[config.mk]
export PLATFORM = sky130hd
export DESIGN_NAME = sync_fifo_flags_flat
export DESIGN_NICKNAME = d
export VERILOG_FILES = /design/src/rtl/sync_fifo_flags_if.sv /design/src/rtl/sync_fifo_flags.sv /design/src/flat_wrapper.sv
export SDC_FILE = /design/constraint.sdc
export NUM_CORES = 1
export LEC_CHECK = 0
export ABC_CLOCK_PERIOD_IN_PS = 3300
export CORE_ASPECT_RATIO = 1.4
export CORE_MARGIN = 1
export CORE_UTILIZATION = 25
export DETAILED_ROUTE_END_ITERATION = 6
export GPL_ROUTABILITY_DRIVEN = 0
export PLACE_DENSITY_LB_ADDON = 0.12
export SYNTH_ARGS = -nofsm -noshare
export SYNTH_HDL_FRONTEND = slang
export SYNTH_SLANG_ARGS = --single-unit
[constraint.sdc]
create_clock -name clk -period 3.3 [get_ports clk]
set_input_delay 0.33 -clock clk [delete_from_list [all_inputs] [get_ports clk]]
set_output_delay 0.33 -clock clk [all_outputs]
set_load 0.02 [all_outputs]
[src/rtl/sync_fifo_flags_if.sv]
// Handshake bundle between a producer/consumer pair and sync_fifo_flags.
// The FIFO takes the slave side and the block that feeds and drains it takes the master side.
interface sync_fifo_flags_if #(
  parameter int DATA_WIDTH = 8,
  parameter int ADDR_WIDTH = 3
);
  logic                  wr_en;
  logic [DATA_WIDTH-1:0] wr_data;
  logic                  rd_en;
  logic                  clr_err;
  logic [DATA_WIDTH-1:0] rd_data;
  logic                  rd_valid;
  logic                  full;
  logic                  empty;
  logic                  almost_full;
  logic                  almost_empty;
  logic [ADDR_WIDTH:0]   count;
  logic                  overflow;
  logic                  underflow;

  modport master (
    output wr_en, wr_data, rd_en, clr_err,
    input  rd_data, rd_valid, full, empty, almost_full, almost_empty,
           count, overflow, underflow
  );

  modport slave (
    input  wr_en, wr_data, rd_en, clr_err,
    output rd_data, rd_valid, full, empty, almost_full, almost_empty,
           count, overflow, underflow
  );
endinterface

[src/rtl/sync_fifo_flags.sv]
// Single-clock FIFO with occupancy count, almost-full/almost-empty thresholds,
// standard or first-word-fall-through read mode, and sticky overflow/underflow flags.
module sync_fifo_flags #(
  parameter int DATA_WIDTH = 8,
  parameter int ADDR_WIDTH = 3,
  parameter int AF_LEVEL   = 6,
  parameter int AE_LEVEL   = 1,
  parameter int FWFT       = 0
) (
  input logic              clk,
  input logic              rst,
  sync_fifo_flags_if.slave bus
);

  localparam int                DEPTH   = 1 << ADDR_WIDTH;
  localparam logic [ADDR_WIDTH:0] DEPTH_C = (ADDR_WIDTH+1)'(DEPTH);
  localparam logic [ADDR_WIDTH:0] AF_C    = (ADDR_WIDTH+1)'(AF_LEVEL);
  localparam logic [ADDR_WIDTH:0] AE_C    = (ADDR_WIDTH+1)'(AE_LEVEL);
  localparam logic [ADDR_WIDTH:0] ZERO_C  = {(ADDR_WIDTH+1){1'b0}};
  localparam logic [ADDR_WIDTH:0] ONE_C   = (ADDR_WIDTH+1)'(1);

  logic [DATA_WIDTH-1:0] mem_q [DEPTH];
  logic [ADDR_WIDTH:0]   wptr_q, wptr_d;
  logic [ADDR_WIDTH:0]   rptr_q, rptr_d;
  logic                  overflow_q, overflow_d;
  logic                  underflow_q, underflow_d;
  logic [ADDR_WIDTH:0]   count_s;
  logic                  full_s;
  logic                  empty_s;
  logic                  wr_ok_s;
  logic                  rd_ok_s;

  // Status decodes come only from registered pointers, never from this cycle's requests.
  assign count_s = wptr_q - rptr_q;
  assign full_s  = (count_s == DEPTH_C);
  assign empty_s = (count_s == ZERO_C);

  // A write into a full FIFO is still accepted when a pop frees the head slot on the same edge.
  assign wr_ok_s = bus.wr_en && (!full_s || bus.rd_en);
  assign rd_ok_s = bus.rd_en && !empty_s;

  // Next-state for pointers and sticky error flags.
  always_comb begin
    wptr_d      = wptr_q;
    rptr_d      = rptr_q;
    overflow_d  = overflow_q;
    underflow_d = underflow_q;
    if (wr_ok_s) begin
      wptr_d = wptr_q + ONE_C;
    end else begin
      wptr_d = wptr_q;
    end
    if (rd_ok_s) begin
      rptr_d = rptr_q + ONE_C;
    end else begin
      rptr_d = rptr_q;
    end
    if (bus.wr_en && full_s && !bus.rd_en) begin
      overflow_d = 1'b1;
    end else if (bus.clr_err) begin
      overflow_d = 1'b0;
    end else begin
      overflow_d = overflow_q;
    end
    if (bus.rd_en && empty_s) begin
      underflow_d = 1'b1;
    end else if (bus.clr_err) begin
      underflow_d = 1'b0;
    end else begin
      underflow_d = underflow_q;
    end
  end

  // Pointer and error-flag registers.
  always_ff @(posedge clk or posedge rst) begin
    if (rst) begin
      wptr_q      <= ZERO_C;
      rptr_q      <= ZERO_C;
      overflow_q  <= 1'b0;
      underflow_q <= 1'b0;
    end else begin
      wptr_q      <= wptr_d;
      rptr_q      <= rptr_d;
      overflow_q  <= overflow_d;
      underflow_q <= underflow_d;
    end
  end

  // Storage array; deliberately unreset.
  always_ff @(posedge clk) begin
    if (wr_ok_s) begin
      mem_q[wptr_q[ADDR_WIDTH-1:0]] <= bus.wr_data;
    end
  end

  assign bus.count        = count_s;
  assign bus.full         = full_s;
  assign bus.empty        = empty_s;
  assign bus.almost_full  = (count_s >= AF_C);
  assign bus.almost_empty = (count_s <= AE_C);
  assign bus.overflow     = overflow_q;
  assign bus.underflow    = underflow_q;

  if (FWFT != 0) begin : g_fwft
    assign bus.rd_data  = mem_q[rptr_q[ADDR_WIDTH-1:0]];
    assign bus.rd_valid = !empty_s;
  end else begin : g_std
    logic [DATA_WIDTH-1:0] rd_data_q, rd_data_d;
    logic                  rd_valid_q, rd_valid_d;

    // Capture the head word on an accepted pop; hold the last word otherwise.
    always_comb begin
      rd_data_d  = rd_data_q;
      rd_valid_d = 1'b0;
      if (rd_ok_s) begin
        rd_data_d  = mem_q[rptr_q[ADDR_WIDTH-1:0]];
        rd_valid_d = 1'b1;
      end else begin
        rd_data_d  = rd_data_q;
        rd_valid_d = 1'b0;
      end
    end

    // Registered read port.
    always_ff @(posedge clk or posedge rst) begin
      if (rst) begin
        rd_data_q  <= {DATA_WIDTH{1'b0}};
        rd_valid_q <= 1'b0;
      end else begin
        rd_data_q  <= rd_data_d;
        rd_valid_q <= rd_valid_d;
      end
    end

    assign bus.rd_data  = rd_data_q;
    assign bus.rd_valid = rd_valid_q;
  end

endmodule

[src/flat_wrapper.sv]
// flat-port wrapper written by rule: the top's interface ports become plain ports
module sync_fifo_flags_flat 
#(
  parameter int DATA_WIDTH = 8,
  parameter int ADDR_WIDTH = 3,
  parameter int AF_LEVEL   = 6,
  parameter int AE_LEVEL   = 1,
  parameter int FWFT       = 0
)
  (clk, rst, bus_wr_en, bus_wr_data, bus_rd_en, bus_clr_err, bus_rd_data, bus_rd_valid, bus_full, bus_empty, bus_almost_full, bus_almost_empty, bus_count, bus_overflow, bus_underflow);
  sync_fifo_flags_if #(.DATA_WIDTH(DATA_WIDTH), .ADDR_WIDTH(ADDR_WIDTH)) bus_i ();
  input logic clk;
  input logic rst;
  input wire logic [$bits(bus_i.wr_en)-1:0] bus_wr_en;
  input wire logic [$bits(bus_i.wr_data)-1:0] bus_wr_data;
  input wire logic [$bits(bus_i.rd_en)-1:0] bus_rd_en;
  input wire logic [$bits(bus_i.clr_err)-1:0] bus_clr_err;
  output wire logic [$bits(bus_i.rd_data)-1:0] bus_rd_data;
  output wire logic [$bits(bus_i.rd_valid)-1:0] bus_rd_valid;
  output wire logic [$bits(bus_i.full)-1:0] bus_full;
  output wire logic [$bits(bus_i.empty)-1:0] bus_empty;
  output wire logic [$bits(bus_i.almost_full)-1:0] bus_almost_full;
  output wire logic [$bits(bus_i.almost_empty)-1:0] bus_almost_empty;
  output wire logic [$bits(bus_i.count)-1:0] bus_count;
  output wire logic [$bits(bus_i.overflow)-1:0] bus_overflow;
  output wire logic [$bits(bus_i.underflow)-1:0] bus_underflow;
  assign bus_i.wr_en = bus_wr_en;
  assign bus_i.wr_data = bus_wr_data;
  assign bus_i.rd_en = bus_rd_en;
  assign bus_i.clr_err = bus_clr_err;
  assign bus_rd_data = bus_i.rd_data;
  assign bus_rd_valid = bus_i.rd_valid;
  assign bus_full = bus_i.full;
  assign bus_empty = bus_i.empty;
  assign bus_almost_full = bus_i.almost_full;
  assign bus_almost_empty = bus_i.almost_empty;
  assign bus_count = bus_i.count;
  assign bus_overflow = bus_i.overflow;
  assign bus_underflow = bus_i.underflow;
  sync_fifo_flags #(.DATA_WIDTH(DATA_WIDTH), .ADDR_WIDTH(ADDR_WIDTH), .AF_LEVEL(AF_LEVEL), .AE_LEVEL(AE_LEVEL), .FWFT(FWFT)) u_core (.clk(clk), .rst(rst), .bus(bus_i));
endmodule
Yosys cells after proc, flatten, opt, wreduce, memory -nomap -nowiden
Memory sizes are Yosys's and may differ from the RTL's. A register that Yosys moved wholly into a read port is not among the register bits. Index checks and enable logic that the tools add are counted.

Output and inout port bits: 19. Bits of input ports: 13. Memories: 1. Logic and storage cells: 30. Memory bits (read-only): 0. Bits in writable memories: 64. Register bits after elaboration: 11. Bits in latches: 0.

Equality and inequality tests: 1. Add/subtract/negate cells: 3. Div/mod/pow operators: 0. Bitwise logic cells: 0. Multiply operators: 0. Magnitude comparators: 2. Muxes and demuxes: 6. Reduce and logical (&&, ||, !) cells: 12. Shift operators: 0.

Memory list: u_core.mem_q (depth 8, bits a word 8, read ports 1, clocked after memory_dff 1, wr ports 1, RTL line sync_fifo_flags.sv:22) `logic [DATA_WIDTH-1:0] mem_q [DEPTH];`.

Operators with widths (number): $add A4 B1 Y4 const B (2); $mux W1 (6); $logic_and A1 B1 Y1 (5); $eq A4 B4 Y1 const B (1); $ge A4 B3 Y1 const B (1); $le A4 B1 Y1 const B (1); $logic_not A4 Y1 (1); $reduce_bool A2 Y1 (2); $sub A4 B4 Y4 (1); $logic_not A1 Y1 (3); $logic_or A1 B1 Y1 (1).

Depth between registers and ports, before layout
Gate-level depths: netlist of the first run.

Depth after elaboration: 7. Gate-level depth with buffers: 10. Mapped depth without buffers: 9.

Worst setup path after synthesis of the first run
No wires, ideal clock.

Path kind: register to register. Start point: register u_core.rptr_q[1]. End point: memory u_core.mem_q[0][0], enable pin. Arrival: 2739 ps. Path slack: 166 ps. Clock period less this slack: 3134 ps. Setup time: 395 ps. Required time: 2905 ps. Cell stages (with the launch flop): 9. Path buffers: 2. Cell sequence: dfrtp_1 buf_2 buf_2 inv_1 fa_1 inv_1 nand4_1 o21ai_4 nor4_1.

Word-level cells in the longest chain between the ends: 7.

RTL lines: start, declared (RTL line sync_fifo_flags.sv:24) `logic [ADDR_WIDTH:0] rptr_q, rptr_d;`; start signal, assigned (RTL line sync_fifo_flags.sv:83) `rptr_q <= rptr_d;`; $sub A4 B4 Y4 (RTL line sync_fifo_flags.sv:34) `assign count_s = wptr_q - rptr_q;`; via bus_count[1] (RTL line flat_wrapper.sv:24) `output wire logic [$bits(bus_i.count)-1:0] bus_count;`; $eq A4 B4 Y1 (RTL line sync_fifo_flags.sv:35) `assign full_s = (count_s == DEPTH_C);`; $logic_not A1 Y1 (RTL line sync_fifo_flags.sv:39) `assign wr_ok_s = bus.wr_en && (!full_s || bus.rd_en);`; $logic_or A1 B1 Y1 (RTL line sync_fifo_flags.sv:39); $logic_and A1 B1 Y1 (RTL line sync_fifo_flags.sv:39); $mux W1 (RTL line sync_fifo_flags.sv:91) `if (wr_ok_s) begin`; $mux W1 (implied by the code) (RTL line sync_fifo_flags.sv:92) `mem_q[wptr_q[ADDR_WIDTH-1:0]] <= bus.wr_data;`; end, declared (RTL line sync_fifo_flags.sv:22).

The timed path passes the listed nets, and every way through them passes these cells.

Worst setup path after layout of the first run
Start point: register u_core.wptr_q[0]. End point: output bus_empty.

Word-level cells in the longest chain between the ends: 2.

RTL lines: start, declared (RTL line sync_fifo_flags.sv:23) `logic [ADDR_WIDTH:0] wptr_q, wptr_d;`; start signal, assigned (RTL line sync_fifo_flags.sv:82) `wptr_q <= wptr_d;`; $sub A4 B4 Y4 (RTL line sync_fifo_flags.sv:34); $logic_not A4 Y1 (RTL line sync_fifo_flags.sv:36) `assign empty_s = (count_s == ZERO_C);`; end, declared (RTL line flat_wrapper.sv:21) `output wire logic [$bits(bus_i.empty)-1:0] bus_empty;`.

No other way between the ends.

==> results.py, run 1 <==
metrics = {
    "detailed_routing": {
        "drt-wirelength-per-cell_um": 16.9,
        "vias": 1735,
        "drc": 0,
        "antenna_violating_nets_post_route": 0,
        "finalWirelength_um": 7220,
        "via_density": 4.06,
        "router_iterations_before_antenna_repair": 3,
        "dr.first_iter.drc_count": 43,
    },
    "min_path": {
        "worstHoldPathType": "input port to async pin",
    },
    "worst_setup_path": {
        "criticalPathCategory": "flip-flop to output port",
        "crit_path_from": "u_core.wptr_q[0]$_DFFE_PP0P_",
        "worst-path-buf-inv": 3,
        "regToRegSetupSlack_ns": 0.44,
        "cp_num_cells": 8,
        "r2r_start": "u_core.wptr_q[0]$_DFFE_PP0P_",
        "cp_top_family": "buffers and inverters",
        "slowest_stage_delay_on_critical_path_ns": 0.63,
        "worst_setup_path_start_kind": "flip-flop",
        "reg2regPathDepth": 9,
        "cp_slowest_cell": "sky130_fd_sc_hd__clkdlybuf4s50_1",
        "cp_max_fo": 7,
        "critPathCapture": "bus_empty",
        "r2r_end": "u_core.mem_q[6][5]$_DFFE_PP_",
        "kind_of_end_point_of_the_critical_path": "output port",
        "crit_arrival_ns": 2.72,
        "crit_path_cell_trace": "inv_1 -> ha_1 -> inv_1 -> fa_1 -> xnor2_2 -> nand3_1 -> nor2_1 -> clkdlybuf4s50_1",
        "path_common_cell": "sky130_fd_sc_hd__inv_1",
        "crit_required_ns": 2.97,
    },
    "pwr": {
        "pwr_density_cell_mw_per_mm2": 1040,
        "power_leakage_nw": 1.52,
        "worst_vdd_rail_ir_drop_mv": 0.564,
        "total_power_of_the_final_layout_mw": 4.46,
    },
    "clock_network": {
        "cts.htree.levels": 3,
        "cts_hold_repair.buffers": 0,
        "cts.sinks": 83,
        "post_cts_buffers": 0,
        "path_clk_slew_ns": 0.06,
        "worstSkewPairLatency_ns": 0.33,
        "clockRootBuffer": "sky130_fd_sc_hd__clkbuf_16",
        "cts_resized": 0,
        "tritoncts": "yes",
        "max-clock-path-buffers": 2,
        "numCtsBuffers": 9,
    },
    "job": {
        "number_of_violations_of_the_max_capacitance_limit": 0,
    },
    "die": {
        "fp.dieH_um": 140,
        "floorplan.die.width_um": 101,
        "floorplan.io_pins": 32,
        "coreArea_sq_mm": 0.0133,
        "floorplan.initialDensity": 0.256,
        "floorplan.die_area_sq_mm": 0.0141,
        "rows": 50,
    },
    "sta": {
        "period_share": 0.925,
        "clock-skew-final_ns": 0.00306,
        "fmax_mhz": 328,
        "finalSetupTns_ns": 0,
        "finalSetupViolCount": 0,
        "layout_min_cycle_time_ns": 3.05,
        "timing_worst_slew_pin_value_ns": 0.832,
        "hold_viol_final": 0,
        "slew_headroom": 0.445,
        "rsz0062_at_grt": "false",
        "maxSlewViolCount": 0,
    },
    "place": {
        "dp_cells": 411,
        "placedInstanceArea_sq_mm": 0.00401,
        "buffer_ports.inserted": 31,
        "post-dp-hpwl_um": 4800,
    },
    "finish": {
        "multiInputGateArea_sq_um": 928,
        "most_common_library_cell_in_the_layout_ignoring_fill_and_taps": "sky130_fd_sc_hd__edfxtp_1",
        "regArea_sq_mm": 0.00240,
        "finish.cell_count_without_fillers": 427,
        "areaGrowthSynthToFinish_pct": 25.6,
        "layout.filler_cells": 1300,
        "finalNetCount": 259,
        "n_antenna_cell": 0,
        "final_layout_size_suffix_gt1_frac": 0.220,
        "design_area_sq_mm": 0.00429,
        "mostFrequentLayoutCells": "64 x sky130_fd_sc_hd__edfxtp_1, 31 x sky130_fd_sc_hd__clkdlybuf4s50_1, 19 x sky130_fd_sc_hd__dfrtp_1",
    },
    "global_routing": {
        "overflow": 0,
        "first_pass_grt_wire_length_um": 11400,
        "antenna_found_initial": 0,
        "number_of_global_route_vias_before_repair": 1941,
        "grt_max_degree": 20,
        "total_track_usage": 0.116,
    },
    "yosys": {
        "synth_fp_nets": 211,
        "netlist-cell-type-count": 36,
        "ys_warn_count": 0,
        "synthFlopType": "sky130_fd_sc_hd__edfxtp_1",
        "synth_seq_cells": 83,
        "netlist_instances": 192,
        "seq_area_frac_synth": 0.702,
        "synthesis.area_sq_mm": 0.00342,
        "async_flop_share": 0.229,
        "syn_avg_cell_area_sq_um": 17.8,
        "synth_enable_flop_cells": 64,
    },
    "outcome": {
        "status": "complete, no violations",
    },
}
[area by class of cell]
type | count | share of cell area
clock buffer | 13 | 0.0607
clock inverter | 3 | 0.00525
inverter | 14 | 0.0123
multi-input combinational | 89 | 0.216
sequential | 83 | 0.559
tap | 182 | 0.0531
timing repair buffer | 43 | 0.0933
[state kept, by name, indices dropped and copies added, names as in the netlist]
register / cells
u_core.bus.rd_data: 8
u_core.bus.rd_valid: 1
u_core.bus.underflow: 1
u_core.rptr_q: 4
u_core.wptr_q: 4
u_core.bus.overflow: 1
u_core.mem_q: 64
[where the power goes]
group	switching [mW]	internal, mW
Clock	0.392	0.554
Combinational	1.09	0.926
Sequential	0.123	1.38
[cell usage after synthesis, types with 2 or more instances]
| master | instances | area, sq um |
|---|---|---|
| sky130_fd_sc_hd__o21ai_0 | 8 | 40.0 |
| sky130_fd_sc_hd__mux4_2 | 16 | 360 |
| sky130_fd_sc_hd__nand2_1 | 11 | 41.3 |
| sky130_fd_sc_hd__o211ai_1 | 2 | 15.0 |
| sky130_fd_sc_hd__mux2i_1 | 8 | 80.1 |
| sky130_fd_sc_hd__xnor2_2 | 2 | 32.5 |
| sky130_fd_sc_hd__nor2_2 | 2 | 12.5 |
| sky130_fd_sc_hd__dfrtp_1 | 19 | 475 |
| sky130_fd_sc_hd__edfxtp_1 | 64 | 1920 |
| sky130_fd_sc_hd__nor3_1 | 5 | 25.0 |
| sky130_fd_sc_hd__inv_1 | 13 | 48.8 |
| sky130_fd_sc_hd__o21ai_1 | 2 | 10.0 |
| sky130_fd_sc_hd__buf_4 | 3 | 22.5 |
| sky130_fd_sc_hd__ha_1 | 5 | 62.6 |
| sky130_fd_sc_hd__xnor2_1 | 5 | 43.8 |
| sky130_fd_sc_hd__nor2_1 | 5 | 18.8 |
| sky130_fd_sc_hd__nand3_1 | 2 | 10.0 |
| sky130_fd_sc_hd__buf_2 | 2 | 10.0 |
[worst reg2reg max path, delay by kind of cell (launching register included)]
family / cells / cell delay (ns)
AOI/OAI and AO/OA: 1 / 0.17
DFF: 1 / 0.46
and+or+nand+nor: 2 / 0.76
buffers and inverters: 4 / 0.50
adders and majority gates: 2 / 0.68
[metrics by stage]
step / setup slack, ns / hold WS (ns) / utilization
final: 0.248 / 0.465 / 0.322
after global routing: 0.0368 / 0.510 / 0.322
after CTS: 0.199 / 0.483 / 0.322
after detailed placement: 0.362 / 0.469 / 0.301
after global placement: 0.408 / 0.467 / 0.301
after floorplan: 0.166 / 0.281 / -
[routing by layer]
layer / part of all wire / global-route usage
met3: 0.032 / 0.0250
met2: 0.53 / 0.209
met4: 0.020 / 0.0526
met5: 0 / 0
met1: 0.42 / 0.130
[cells by family after synthesis]
logic type,count (synthesis),share of synthesized area
mux,26,0.136
xor+xnor,8,0.0249
flops,83,0.702
compound gates,18,0.0396
buf+inv,20,0.0282
fa+ha+maj,6,0.0242
simple gates,31,0.0458
[worst min path at each step]
stage / from / to / slack (ns)
global placement: u_core.bus.rd_data[3]$_DFFE_PP0P_ / u_core.bus.rd_data[3]$_DFFE_PP0P_ / 0.47
floorplan: rst / u_core.bus.overflow$_DFFE_PP0P_ / 0.28
global route: u_core.bus.rd_data[5]$_DFFE_PP0P_ / u_core.bus.rd_data[5]$_DFFE_PP0P_ / 0.51
CTS: u_core.bus.rd_data[2]$_DFFE_PP0P_ / u_core.bus.rd_data[2]$_DFFE_PP0P_ / 0.48
finish: rst / u_core.rptr_q[3]$_DFFE_PP0P_ / 0.47
detailed placement: u_core.bus.rd_data[2]$_DFFE_PP0P_ / u_core.bus.rd_data[2]$_DFFE_PP0P_ / 0.47
Power figures use the tool's default switching activity.
==> run 2, diff against run 1 <==
--- a/config.mk
+++ b/config.mk
@@ -11,5 +11,4 @@
 export CORE_UTILIZATION = 25
 export DETAILED_ROUTE_END_ITERATION = 6
-export GPL_ROUTABILITY_DRIVEN = 0
 export PLACE_DENSITY_LB_ADDON = 0.12
 export SYNTH_ARGS = -nofsm -noshare
==> constraint.sdc (replaced) <==
create_clock -name clk -period 3.3 [get_ports clk]
set_input_delay 0.33 -clock clk [delete_from_list [all_inputs] [get_ports clk]]
set_output_delay 0.33 -clock clk [all_outputs]
set_load 0.1 [all_outputs]
==> run 2 against run 1 <==
Net effect: via count is 1.5% higher; worst setup slack better by 0.18 ns; wire length hardly changed; sequential share of layout area is 1.1 points lower; register-to-register slack hardly changed; largest cell class unchanged; highest routed layer unchanged.
==> results.py, run 2 (synthesis gave the netlist of run 1 again) <==
metrics = {
    "detailed_routing": {
        "dr.first_iter.drc_count": 75,
        "vias": 1761,
        "drc": 0,
        "drt-wirelength-per-cell_um": 16.9,
        "via_density": 4.12,
        "antenna_violating_nets_post_route": 0,
        "finalWirelength_um": 7210,
        "router_iterations_before_antenna_repair": 4,
    },
    "die": {
        "rows": 50,
        "floorplan.die.width_um": 101,
        "floorplan.io_pins": 32,
        "fp.dieH_um": 140,
        "coreArea_sq_mm": 0.0133,
        "floorplan.initialDensity": 0.256,
        "floorplan.die_area_sq_mm": 0.0141,
    },
    "clock_network": {
        "worstSkewPairLatency_ns": 0.33,
        "numCtsBuffers": 9,
        "post_cts_buffers": 0,
        "cts.htree.levels": 3,
        "path_clk_slew_ns": 0.06,
        "clockRootBuffer": "sky130_fd_sc_hd__clkbuf_16",
        "max-clock-path-buffers": 2,
        "cts_hold_repair.buffers": 0,
        "cts_resized": 0,
        "tritoncts": "yes",
        "cts.sinks": 83,
    },
    "global_routing": {
        "overflow": 0,
        "first_pass_grt_wire_length_um": 10900,
        "antenna_found_initial": 0,
        "total_track_usage": 0.112,
        "grt_max_degree": 20,
        "number_of_global_route_vias_before_repair": 1809,
    },
    "sta": {
        "finalSetupViolCount": 0,
        "finalSetupTns_ns": 0,
        "maxSlewViolCount": 0,
        "fmax_mhz": 348,
        "period_share": 0.870,
        "clock-skew-final_ns": 0.00539,
        "rsz0062_at_grt": "false",
        "hold_viol_final": 0,
        "timing_worst_slew_pin_value_ns": 1.03,
        "slew_headroom": 0.312,
        "layout_min_cycle_time_ns": 2.87,
    },
    "job": {
        "number_of_violations_of_the_max_capacitance_limit": 0,
    },
    "worst_setup_path": {
        "cp_max_fo": 8,
        "crit_arrival_ns": 2.82,
        "worst_setup_path_start_kind": "flip-flop",
        "crit_required_ns": 3.25,
        "kind_of_end_point_of_the_critical_path": "flip-flop",
        "criticalPathCategory": "flip-flop to flip-flop",
    },
    "finish": {
        "final_core_utilization": 0.328,
        "largest_register_ff_count": 64,
        "final_layout_size_suffix_gt1_frac": 0.278,
        "n_antenna_cell": 0,
        "most_common_library_cell_in_the_layout_ignoring_fill_and_taps": "sky130_fd_sc_hd__edfxtp_1",
        "mostFrequentLayoutCells": "64 x sky130_fd_sc_hd__edfxtp_1, 23 x sky130_fd_sc_hd__clkdlybuf4s50_1, 19 x sky130_fd_sc_hd__dfrtp_1",
        "areaGrowthSynthToFinish_pct": 28.1,
        "finalNetCount": 259,
    },
    "place": {
        "buffer_ports.inserted": 31,
        "post-dp-hpwl_um": 4780,
        "gpl.final_weighted_congestion": 0.682,
    },
    "min_path": {
        "worstHoldPathType": "input port to async pin",
    },
    "outcome": {
        "status": "complete, no violations",
    },
}
## run 2: cell count changes in the layout (fill, tap and decap cells not counted), sizes merged
cell / delta
clkdlybuf4s50: -8
inv: -1
clkinvlp: +3
clkbuf: -2
buf: +8
## run 2: worst max-delay path: stages, from the launching register on
cell                       delay [ns]
sky130_fd_sc_hd__dfrtp_1         0.47
sky130_fd_sc_hd__ha_1            0.37
sky130_fd_sc_hd__a21oi_1         0.25
sky130_fd_sc_hd__a21oi_2         0.13
sky130_fd_sc_hd__nor2_4          0.25
sky130_fd_sc_hd__o211ai_1        0.19
sky130_fd_sc_hd__nor2_1          0.83
## run 2: worst paths after layout
| path | slack (ns) | to | from | cells after the start |
|---|---|---|---|---|
| setup / recovery | 0.43 | u_core.mem_q[6][2]$_DFFE_PP_ | u_core.wptr_q[2]$_DFFE_PP0P_ | 6 |
| hold / removal | 0.45 | u_core.bus.rd_valid$_DFF_PP0_ | rst | 2 |
| setup reg to reg | 0.43 | u_core.mem_q[6][2]$_DFFE_PP_ | u_core.wptr_q[2]$_DFFE_PP0P_ | 6 |
| hold reg to reg | 0.48 | u_core.bus.rd_data[2]$_DFFE_PP0P_ | u_core.bus.rd_data[2]$_DFFE_PP0P_ | 2 |
| max in group asynchronous | 2.36 | u_core.rptr_q[3]$_DFFE_PP0P_ | rst | 2 |
| min in group clk | 0.48 | u_core.bus.rd_data[2]$_DFFE_PP0P_ | u_core.bus.rd_data[2]$_DFFE_PP0P_ | 2 |
## run 2: metal layers
metal,part of all wire,GRT usage,wire [um],vias up
li1,-,-,-,827
met1,0.40,0.122,2890,887
met2,0.55,0.202,3930,38
met3,0.031,0.0240,226,9
met4,0.022,0.0572,162,0
met5,0,0,0,-
## run 2: area by class of cell
class / count / area (sq um)
fillers: 1307 / 8950
inverters: 14 / 56.3
multi-input cells: 89 / 956
well taps: 182 / 228
clock buffers: 11 / 233
repair buffers: 43 / 468
flip-flops and latches: 83 / 2400
clock inverters: 5 / 37.5
## run 2: stage by stage
step / hold WS, ns / setup slack (ns) / cell area [sq um] / std cells
2_1_floorplan: 0.281 / 0.00771 / 3470 / 192
3_3_place_gp: 0.468 / 0.452 / 4110 / 411
3_5_place_dp: 0.470 / 0.410 / 4110 / 411
4_1_cts: 0.481 / 0.389 / 4380 / 427
5_1_grt: 0.504 / 0.226 / 4380 / 427
6_report: 0.447 / 0.430 / 4380 / 427
Power of run 2 is left out: the tool's default activity adds up to more than one toggle a clock period on the data nets, which glitch-free logic cannot reach.
==> run 3, diff against run 2 <==
ABC_CLOCK_PERIOD_IN_PS = 2550   (was 3300)
clock period = 2.55 ns   (was 3.3 ns; I/O delays follow)
==> run 3 against run 2 <==
Net effect: the run now ends with negative setup slack left; global-route usage rose by 0.45 points; worst setup slack lost 0.44 ns; design area is 6.5% higher; maximum frequency increased by 12%; hold slack got worse by 0.20 ns; wire length rose by 2.5%; critical endpoint is now u_core.mem_q[6][7]$_DFFE_PP_.
==> results.py, run 3 (synthesis gave the netlist of run 1 again) <==
metrics = {
    "sta": {
        "rsz0062_at_grt": "true",
        "finalSetupTns_ns": -0.0574,
        "fmax_mhz": 390,
        "setup_ws_ns": -0.0113,
        "finalSetupViolCount": 8,
        "timing_worst_slew_pin_value_ns": 0.782,
        "layout_min_cycle_time_ns": 2.56,
        "slew_headroom": 0.476,
        "hold_viol_final": 0,
        "period_share": 1.00,
        "clock-skew-final_ns": 0.00639,
        "maxSlewViolCount": 0,
    },
    "clock_network": {
        "tritoncts": "yes",
        "cts.sinks": 83,
        "cts_hold_repair.buffers": 0,
        "path_clk_slew_ns": 0.07,
        "clockRootBuffer": "sky130_fd_sc_hd__clkbuf_16",
        "numCtsBuffers": 9,
        "cts.htree.levels": 3,
        "max-clock-path-buffers": 2,
        "worstSkewPairLatency_ns": 0.34,
    },
    "global_routing": {
        "number_of_global_route_vias_before_repair": 1957,
        "total_track_usage": 0.117,
        "first_pass_grt_wire_length_um": 11600,
        "antenna_found_initial": 0,
        "overflow": 0,
        "grt_max_degree": 20,
    },
    "min_path": {
        "worstHoldPathType": "input port to async pin",
    },
    "outcome": {
        "status": "complete, but fails checks",
        "failed_checks": "negative setup slack",
    },
    "place": {
        "buffer_ports.inserted": 31,
        "post-dp-hpwl_um": 5020,
        "gpl.final_weighted_congestion": 0.687,
        "post-place-ws_ns": -0.149,
        "dp_cells": 424,
    },
    "detailed_routing": {
        "detailroute.wirelength.met3_um": 148,
        "drc": 0,
        "finalWirelength_um": 7390,
        "dr.first_iter.drc_count": 57,
        "drt-wirelength-per-cell_um": 16.6,
        "router_iterations_before_antenna_repair": 4,
        "antenna_violating_nets_post_route": 0,
        "top_signal_layer_used": "met4",
        "route.met2.wl_um": 3880,
        "wirelength_met1_um": 3190,
        "via_density": 4.13,
        "vias": 1842,
    },
    "finish": {
        "finalNetCount": 278,
        "n_antenna_cell": 0,
        "regArea_sq_mm": 0.00240,
        "finish.cell_count_without_fillers": 446,
        "most_common_library_cell_in_the_layout_ignoring_fill_and_taps": "sky130_fd_sc_hd__edfxtp_1",
        "layout.filler_cells": 1277,
        "multiInputGateArea_sq_mm": 0.00106,
        "mostFrequentLayoutCells": "64 x sky130_fd_sc_hd__edfxtp_1, 39 x sky130_fd_sc_hd__buf_4, 17 x sky130_fd_sc_hd__dfrtp_1",
        "areaGrowthSynthToFinish_pct": 36.4,
        "largest_register_ff_count": 64,
        "final_layout_size_suffix_gt1_frac": 0.443,
    },
    "die": {
        "floorplan.initialDensity": 0.256,
        "floorplan.die.width_um": 101,
        "fp.dieH_um": 140,
        "floorplan.io_pins": 32,
        "floorplan.die_area_sq_mm": 0.0141,
        "coreArea_sq_mm": 0.0133,
        "rows": 50,
    },
    "job": {
        "number_of_violations_of_the_max_capacitance_limit": 0,
    },
    "worst_setup_path": {
        "crit_path_from": "u_core.wptr_q[0]$_DFFE_PP0P_",
        "path_common_cell": "sky130_fd_sc_hd__inv_2",
        "criticalPathCategory": "flip-flop to flip-flop",
        "cp_slowest_cell": "sky130_fd_sc_hd__nor2_2",
        "worst-path-buf-inv": 4,
        "crit_required_ns": 2.52,
        "worst_setup_path_start_kind": "flip-flop",
        "slowest_stage_delay_on_critical_path_ns": 0.56,
        "r2r_start": "u_core.wptr_q[0]$_DFFE_PP0P_",
        "crit_path_cell_trace": "inv_2 -> ha_4 -> inv_2 -> fa_2 -> inv_2 -> nand4_1 -> buf_4 -> o211ai_1 -> nor2_2",
        "cp_max_fo": 8,
        "cp_top_family": "simple AND/OR/NAND/NOR gates",
        "kind_of_end_point_of_the_critical_path": "flip-flop",
        "crit_arrival_ns": 2.53,
    },
}
[run 3: cell count changes in the layout (fill, tap and decap cells not counted), sizes merged]
cell	delta
clkdlybuf4s50	-11
buf	+30
clkbuf	-1
clkinv	-1
inv	+1
bufinv	+1
[run 3: area by class of cell]
type                            instances  area share
Sequential cell                        83       0.515
Multi-Input combinational cell         89       0.228
Timing Repair Buffer                   62       0.130
Clock buffer                           10      0.0492
Tap cell                              182      0.0489
Clock inverter                          6      0.0158
Inverter                               14      0.0132
[run 3: metrics by stage]
step                      hold slack [ns]  utilization  area, sq um
after floorplan                     0.206            -         3540
after global routing                0.287        0.350         4660
after global placement              0.467        0.320         4260
after detailed placement            0.473        0.320         4260
final                               0.251        0.350         4660
after CTS                           0.260        0.347         4620
[run 3: routing by layer]
layer	GRT usage	vias up
met5	0	-
met4	0.0595	0
met3	0.0225	10
met2	0.198	37
met1	0.139	923
li1	-	872
[run 3: worst paths after layout]
check	depth (start not counted)	slack (ns)	endpoint
max reg2reg	9	-0.01	u_core.mem_q[6][7]$_DFFE_PP_
min	3	0.25	u_core.bus.rd_data[4]$_DFFE_PP0P_
min reg2reg	2	0.48	u_core.bus.rd_data[1]$_DFFE_PP0P_
min in group clk	2	0.48	u_core.bus.rd_data[1]$_DFFE_PP0P_
max	9	-0.01	u_core.mem_q[6][7]$_DFFE_PP_
max in group asynchronous	3	2.06	u_core.wptr_q[0]$_DFFE_PP0P_
[run 3: worst register-to-register path: cells and delay by family, from the launching register on]
| kind | cells | cell delay [ns] |
|---|---|---|
| simple gates | 2 | 0.69 |
| fa+ha+maj | 2 | 0.66 |
| flops | 1 | 0.41 |
| buf+inv | 4 | 0.29 |
| compound gates | 1 | 0.14 |
[run 3: what timing repair did]
item	4_1_cts	5_1_grt
pin swaps	2	4
resized for setup	10	2
setup endpoints to repair	51	36
buffers inserted	2	4
Power of run 3 is left out for the same reason.
